### src/rtl/fetch_decode_ctrl.sv
// rtl/fetch_decode_ctrl.sv - instruction fetch/decode sequencer driving the PC counter and dispatch handshake
module fetch_decode_ctrl (
    input  logic       clk,
    input  logic       reset,
    input  logic       run_i,
    input  logic [7:0] pc_in_i,
    output logic       pc_en_o,
    output logic       pc_load_o,
    output logic [7:0] pc_load_value_o,
    output logic [7:0] mem_addr_o,
    output logic       mem_rd_o,
    input  logic [7:0] mem_rdata_i,
    input  logic       zero_flag_i,
    output logic [7:0] ir_o,
    output logic       exec_valid_o,
    input  logic       exec_ready_i,
    output logic [3:0] exec_op_o,
    output logic [7:0] exec_operand_o,
    output logic       halted_o
);

    typedef enum logic [3:0] {
        ST_IDLE,
        ST_F1,
        ST_F2,
        ST_DEC,
        ST_O1,
        ST_O2,
        ST_EXEC,
        ST_JUMP,
        ST_HALT
    } state_t;

    state_t     state_q, state_d;
    logic [7:0] ir_q, ir_d;
    logic [7:0] operand_q, operand_d;

    logic       pc_en_c;
    logic       pc_load_c;
    logic [7:0] pc_load_value_c;
    logic       mem_rd_c;
    logic       exec_valid_c;
    logic       halted_c;
    logic [3:0] opcode;

    assign opcode = ir_q[7:4];

    always_ff @(posedge clk or posedge reset) begin
        if (reset) begin
            state_q   <= ST_IDLE;
            ir_q      <= 8'h00;
            operand_q <= 8'h00;
        end else begin
            state_q   <= state_d;
            ir_q      <= ir_d;
            operand_q <= operand_d;
        end
    end

    always_comb begin
        state_d         = state_q;
        ir_d            = ir_q;
        operand_d       = operand_q;
        pc_en_c         = 1'b0;
        pc_load_c       = 1'b0;
        pc_load_value_c = 8'h00;
        mem_rd_c        = 1'b0;
        exec_valid_c    = 1'b0;
        halted_c        = 1'b0;
        case (state_q)
            ST_IDLE: begin
                if (run_i) begin
                    state_d = ST_F1;
                end
            end
            ST_F1: begin
                mem_rd_c = 1'b1;
                state_d  = ST_F2;
            end
            ST_F2: begin
                ir_d    = mem_rdata_i;
                pc_en_c = 1'b1;
                state_d = ST_DEC;
            end
            ST_DEC: begin
                case (opcode)
                    4'h1, 4'h2, 4'h3, 4'h4, 4'h5, 4'h6, 4'h7: state_d = ST_EXEC;
                    4'h8, 4'h9, 4'hA:                         state_d = ST_O1;
                    4'hF:                                     state_d = ST_HALT;
                    default:                                  state_d = ST_F1;
                endcase
            end
            ST_O1: begin
                mem_rd_c = 1'b1;
                state_d  = ST_O2;
            end
            ST_O2: begin
                operand_d = mem_rdata_i;
                pc_en_c   = 1'b1;
                case (opcode)
                    4'h8:    state_d = ST_EXEC;
                    4'h9:    state_d = ST_JUMP;
                    4'hA:    state_d = zero_flag_i ? ST_JUMP : ST_F1;
                    default: state_d = ST_F1;
                endcase
            end
            ST_EXEC: begin
                exec_valid_c = 1'b1;
                if (exec_ready_i) begin
                    state_d = ST_F1;
                end
            end
            ST_JUMP: begin
                pc_en_c         = 1'b1;
                pc_load_c       = 1'b1;
                pc_load_value_c = operand_q;
                state_d         = ST_F1;
            end
            ST_HALT: begin
                halted_c = 1'b1;
            end
            default: begin
                state_d = ST_IDLE;
            end
        endcase
    end

    // Reset forces the counter enable so the external PC clears alongside us.
    assign pc_en_o         = reset | pc_en_c;
    assign pc_load_o       = pc_load_c;
    assign pc_load_value_o = pc_load_value_c;
    assign mem_addr_o      = pc_in_i;
    assign mem_rd_o        = mem_rd_c;
    assign ir_o            = ir_q;
    assign exec_valid_o    = exec_valid_c;
    assign exec_op_o       = opcode;
    assign exec_operand_o  = (opcode == 4'h8) ? operand_q : {4'h0, ir_q[3:0]};
    assign halted_o        = halted_c;

endmodule
### config.mk
export PLATFORM = sky130hd
export DESIGN_NAME = fetch_decode_ctrl
export DESIGN_NICKNAME = d
export VERILOG_FILES = /design/src/rtl/fetch_decode_ctrl.sv
export SDC_FILE = /design/constraint.sdc
export NUM_CORES = 1
export LEC_CHECK = 0
export CAP_MARGIN = 20
export CORE_MARGIN = 4
export CORE_UTILIZATION = 55
export DETAILED_ROUTE_END_ITERATION = 6
export DONT_BUFFER_PORTS = 1
export PLACE_DENSITY = 0.73
export SYNTH_ARGS = -nofsm -noshare
export SYNTH_HDL_FRONTEND = slang
export SYNTH_SLANG_ARGS = --single-unit
export TNS_END_PERCENT = 1
### constraint.sdc
create_clock -name clk -period 1.65 [get_ports clk]
set_input_delay 0.33 -clock clk [delete_from_list [all_inputs] [get_ports clk]]
set_output_delay 0.33 -clock clk [all_outputs]
set_load 0.02 [all_outputs]
# ---- Yosys cells after proc, flatten, opt, wreduce, memory -nomap -nowiden
# Memory sizes are Yosys's and may differ from the RTL's.
# Index checks and enable logic that the tools add are counted.
dict set report op_classes {
  n_eq_ne 13
  n_mux 12
  n_bitwise 2
  n_reduce_logical 4
}
# op n
set op_table {}
lappend op_table {{one-hot mux 4 bit (9 select lines)} 1}
lappend op_table {{equality test 4 x 3 -> 1 bit, second input constant} 4}
lappend op_table {{equality test 4 bit, second input constant} 4}
lappend op_table {{2-to-1 mux 8 bit} 2}
lappend op_table {{one-hot mux 3 bit (3 select lines)} 1}
lappend op_table {{equality test 4 x 2 -> 1 bit, second input constant} 2}
lappend op_table {{2-to-1 mux 4 bit} 2}
lappend op_table {{2-to-1 mux 1 bit} 5}
lappend op_table {{equality test 4 x 1 -> 1 bit, second input constant} 1}
lappend op_table {{logical NOT 4 bit} 1}
lappend op_table {{inequality test 2 bit, second input constant} 2}
lappend op_table {{2-to-1 mux 3 bit} 1}
lappend op_table {{AND reduction 3 bit} 1}
lappend op_table {{OR reduction 3 bit} 1}
lappend op_table {{OR reduction 2 bit} 1}
lappend op_table {{inverter 1 bit} 1}
lappend op_table {{bitwise OR 1 bit} 1}
dict set report word_totals {
  ff_bits 20
  rom_bits 64
  inputBits 21
  output_inout_bits 41
  elab_cells 35
  memories 1
}
# memory depth word_bits rd rd_ports_with_merged_regs write_ports line_no
set mem_list {}
lappend mem_list {{(no name shown)} 16 4 1 0 0 86} ;# case (opcode)

# ---- Logic depth before layout (Yosys ltp)
dict set report logic_depth {
  word_depth 4
  mapped_depth 5
  mapped_depth_nobuf 4
}

# ---- Worst setup path before layout
# OpenSTA, ideal clock, no wires.
dict set report synth_timing {
  path_kind {register -> output}
  start {register ir_q[6], in the netlist ir_o[6]}
  end {output port exec_operand_o[0]}
  arrival_ns 1.434
  t_required_ns 1.320
  setup_slack_ns -0.114
  stages_incl_launch_ff 4
  path_buffers 0
  path_cell_list {dfrtp_1 > nand2b_1 > or3_1 > mux2_2}
}
dict set report synth_between {
  elab_chain_len 2
}
# item line_no
set synth_lines {}
lappend synth_lines {{start: declaration} 35} ;# logic [7:0] ir_q, ir_d;
lappend synth_lines {{start signal: assignment} 55} ;# ir_q <= ir_d;
lappend synth_lines {{equality test 4 bit} 137} ;# assign exec_operand_o = (opcode == 4'h8) ? operand_q : {4'h0, ir_q[3:0]};
lappend synth_lines {{2-to-1 mux 8 bit} 137}
lappend synth_lines {{end: declaration} 18} ;# output logic [7:0] exec_operand_o,
# Every way passes these cells.

# ---- Final worst setup path
dict set report layout_timing {
  start {register ir_q[6], in the netlist ir_o[6]}
  end {output port exec_operand_o[2]}
}
# The elaborated chain is that of the path after synthesis.

==> results.cfg <==
[logic_synthesis]
syn_inst = 119
synth.distinct_cells = 28
ys_seq_area_share_pct = 40.94
yosys_warnings = 0
ys_seq_elements = 20
syn_area_sq_mm = 0.001222
synth_nets = 140
synth.avg_cell_area_sq_um = 10.27

[sta]
fmax_mhz = 526.8
hold_slack_ns = 0.1767
rsz0062_at_grt = true
period_share_pct = 115.0
fin_crit_ns = 1.898
slew_viol_final = 0
worst_slew_pin_slew_ns = 0.4464
setup_ws_ns = -0.2483
max-slew-margin-rel_pct = 70.15
hold_viol = 0
setup_viol = 19
fin_tns_setup_ns = -1.355
skew_ns = 0.003780

[global_routing]
grt_max_degree = 21
grt_pass1_vias = 938
antenna_found_initial = 0
globalRouteOverflowTotal = 0
grtUsageTotal_pct = 20.03
grt_pass1_wl_microns = 4360

[layout]
nets = 145
final_cells = 150
n_antenna_cell = 0
final_common_cell = mux2_2
multi_input_area_sq_um = 635.6
seq_area_sq_um = 504.2
final_cell_mix = 19 x mux2_2, 17 x dfrtp_1, 16 x buf_4, 8 x and2_2, 6 x nor2_1
area_growth_pct = 11.46
drive_gt1_share_pct = 52.85
nFillCells = 162

[worst_setup_path]
crit_start = ir_o[6]
r2r-end = state_q[0]
crit_slowest_cell = dfrtp_2
arrival_ns = 1.57
regToRegSetupSlack_ns = 0.11
path_class = register to output port
crit_chain = nand2b_4 -> or3_4 -> mux2_2
required_ns = 1.32
critPathMaxFanout = 4
crit_path_end_kind = output port
worstRegToRegCells = 5
startpoint_type = register
reg2reg_from = ir_o[5]
max_stage_delay_ns = 0.42

[die]
io_pins = 62
die_w_microns = 55.15
fp.dieH_microns = 55.15
die_area_sq_mm = 0.003041
row_count = 16
start_util_pct = 59.87
core-area_sq_mm = 0.002042

[cts]
postCtsSetupRepairBufs = 0
cts.clk_slew.worst_paths_ns = 0.11
clk_latency_ns = 0.29
numCtsBuffers = 3
root_buffer = clkbuf_4
clockBufferDepth = 2
cts_sinks = 20
h-tree-depth = 1
cts_tree = yes

[power_and_ir_drop]
swShare_pct = 46.07
p_per_area_mw_per_mm2 = 2149
power.leakage_nw = 0.5790
pwr-share-comb_pct = 56.0
power.internal_mw = 1.579
p_clk_share_pct = 9.5
max-vdd-ir-drop_mv = 1.326
power.switching_mw = 1.349
p_seq_share_pct = 34.5

[placed_design]
numPortBuffers = 0
dp.cells = 145
dp_hpwl_microns = 1937
gp_congestion = 0.9090

[worst_hold_path]
hold_depth = 1
hp-start = mem_rdata_i[3]
min_path_type = input port to register
min_to = operand_q[3]

[detailed_routing]
drt_wl_total_microns = 2634
ant_nets = 0
wl_per_cell_microns = 17.56
drtIter0Drc = 10
drcViolationCount = 0
viasPerCell = 5.880
drtPass1Iterations = 6
num_vias = 882

[run_status]
status = finished with violations
failed_checks = setup timing

[run]
max_cap_violations = 0
==> critical path: cells and delay by family, from the launching register on <==
kind / cells / cell delay, ns
flip-flops: 1 / 0.42
multiplexers: 1 / 0.35
AND/OR/NAND/NOR: 2 / 0.50
==> cells in the mapped netlist (all sizes together) <==
library cell / n / share of area [%]
a211o: 2 / 1.4
a211oi: 1 / 0.61
a21boi: 1 / 0.61
a21oi: 5 / 2.0
and2: 12 / 6.1
buf: 17 / 9.8
clkbuf: 1 / 0.31
dfrtp: 20 / 41
inv: 3 / 0.92
mux2: 20 / 18
nand2: 6 / 1.8
nand2b: 4 / 2.7
nand3: 1 / 0.41
nand3b: 1 / 0.61
nor2: 8 / 2.5
nor3: 5 / 3.9
nor3b: 1 / 0.61
nor4: 2 / 1.0
o21ai: 2 / 0.82
o31ai: 1 / 0.61
o41ai: 2 / 1.4
or3: 2 / 1.0
or4: 1 / 0.61
xnor2: 1 / 0.72
==> what timing repair did <==
item	in CTS	in global routing
gates resized for setup	26	0
endpoints found under the setup margin	21	21
hold buffers	1	0
pin swaps	0	1
endpoints found under the hold margin	20	0
==> worst max-delay path by stage <==
stage	cells after the start	slack, ns	endpoint
floorplan	3	-0.08	exec_operand_o[0]
global placement	3	0.005	exec_operand_o[2]
detailed placement	3	-0.007	exec_operand_o[2]
CTS	3	-0.25	exec_operand_o[2]
global route	3	-0.30	exec_operand_o[2]
finish	3	-0.25	exec_operand_o[2]
==> area by class of cell <==
cell class	count	area share, %
multi-input combinational	78	46.65
clock buffer	4	2.663
timing repair buffer	18	10.38
inverter	3	0.8264
sequential	20	37.01
tap	27	2.479
==> registers in the layout, indices dropped and copies added, names as in the netlist <==
| name | flops |
|---|---|
| ir_o | 8 |
| operand_q | 8 |
| state_q | 4 |
==> through the flow <==
step	utilization [%]	worst slack [ns]	cell area, sq um	power (mW)
final	66.73	-0.2483	1363	2.928
after global routing	66.73	-0.2965	1363	3.154
after CTS	66.73	-0.2542	1363	2.936
after detailed placement	61.89	-0.006837	1264	2.562
after global placement	61.89	0.004508	1264	2.511
after floorplan	-	-0.07530	1226	2.253
==> power groups by stage <==
stage	sequential [mW]	clock (mW)	combinational, mW
4_1_cts	1.01	0.285	1.64
3_3_place_gp	0.977	0	1.53
2_1_floorplan	1.01	0	1.24
6_report	1.01	0.279	1.64
3_5_place_dp	0.996	0	1.57
5_1_grt	1.05	0.309	1.79
==> metal layers <==
metal / up-vias / GRT usage, % / wire, microns
li1: 410 / - / -
met1: 433 / 24.06 / 1082
met2: 35 / 34.65 / 1323
met3: 4 / 5.094 / 218
met4: 0 / 6.883 / 9
met5: - / 0 / 0
==> cells by family after synthesis <==
logic type | share of synthesized area (%)
buf+inv | 11.05
compound gates | 7.575
xor+xnor | 0.7166
flops | 40.94
mux | 18.42
simple gates | 21.29
(Power assumes the default switching activity.)
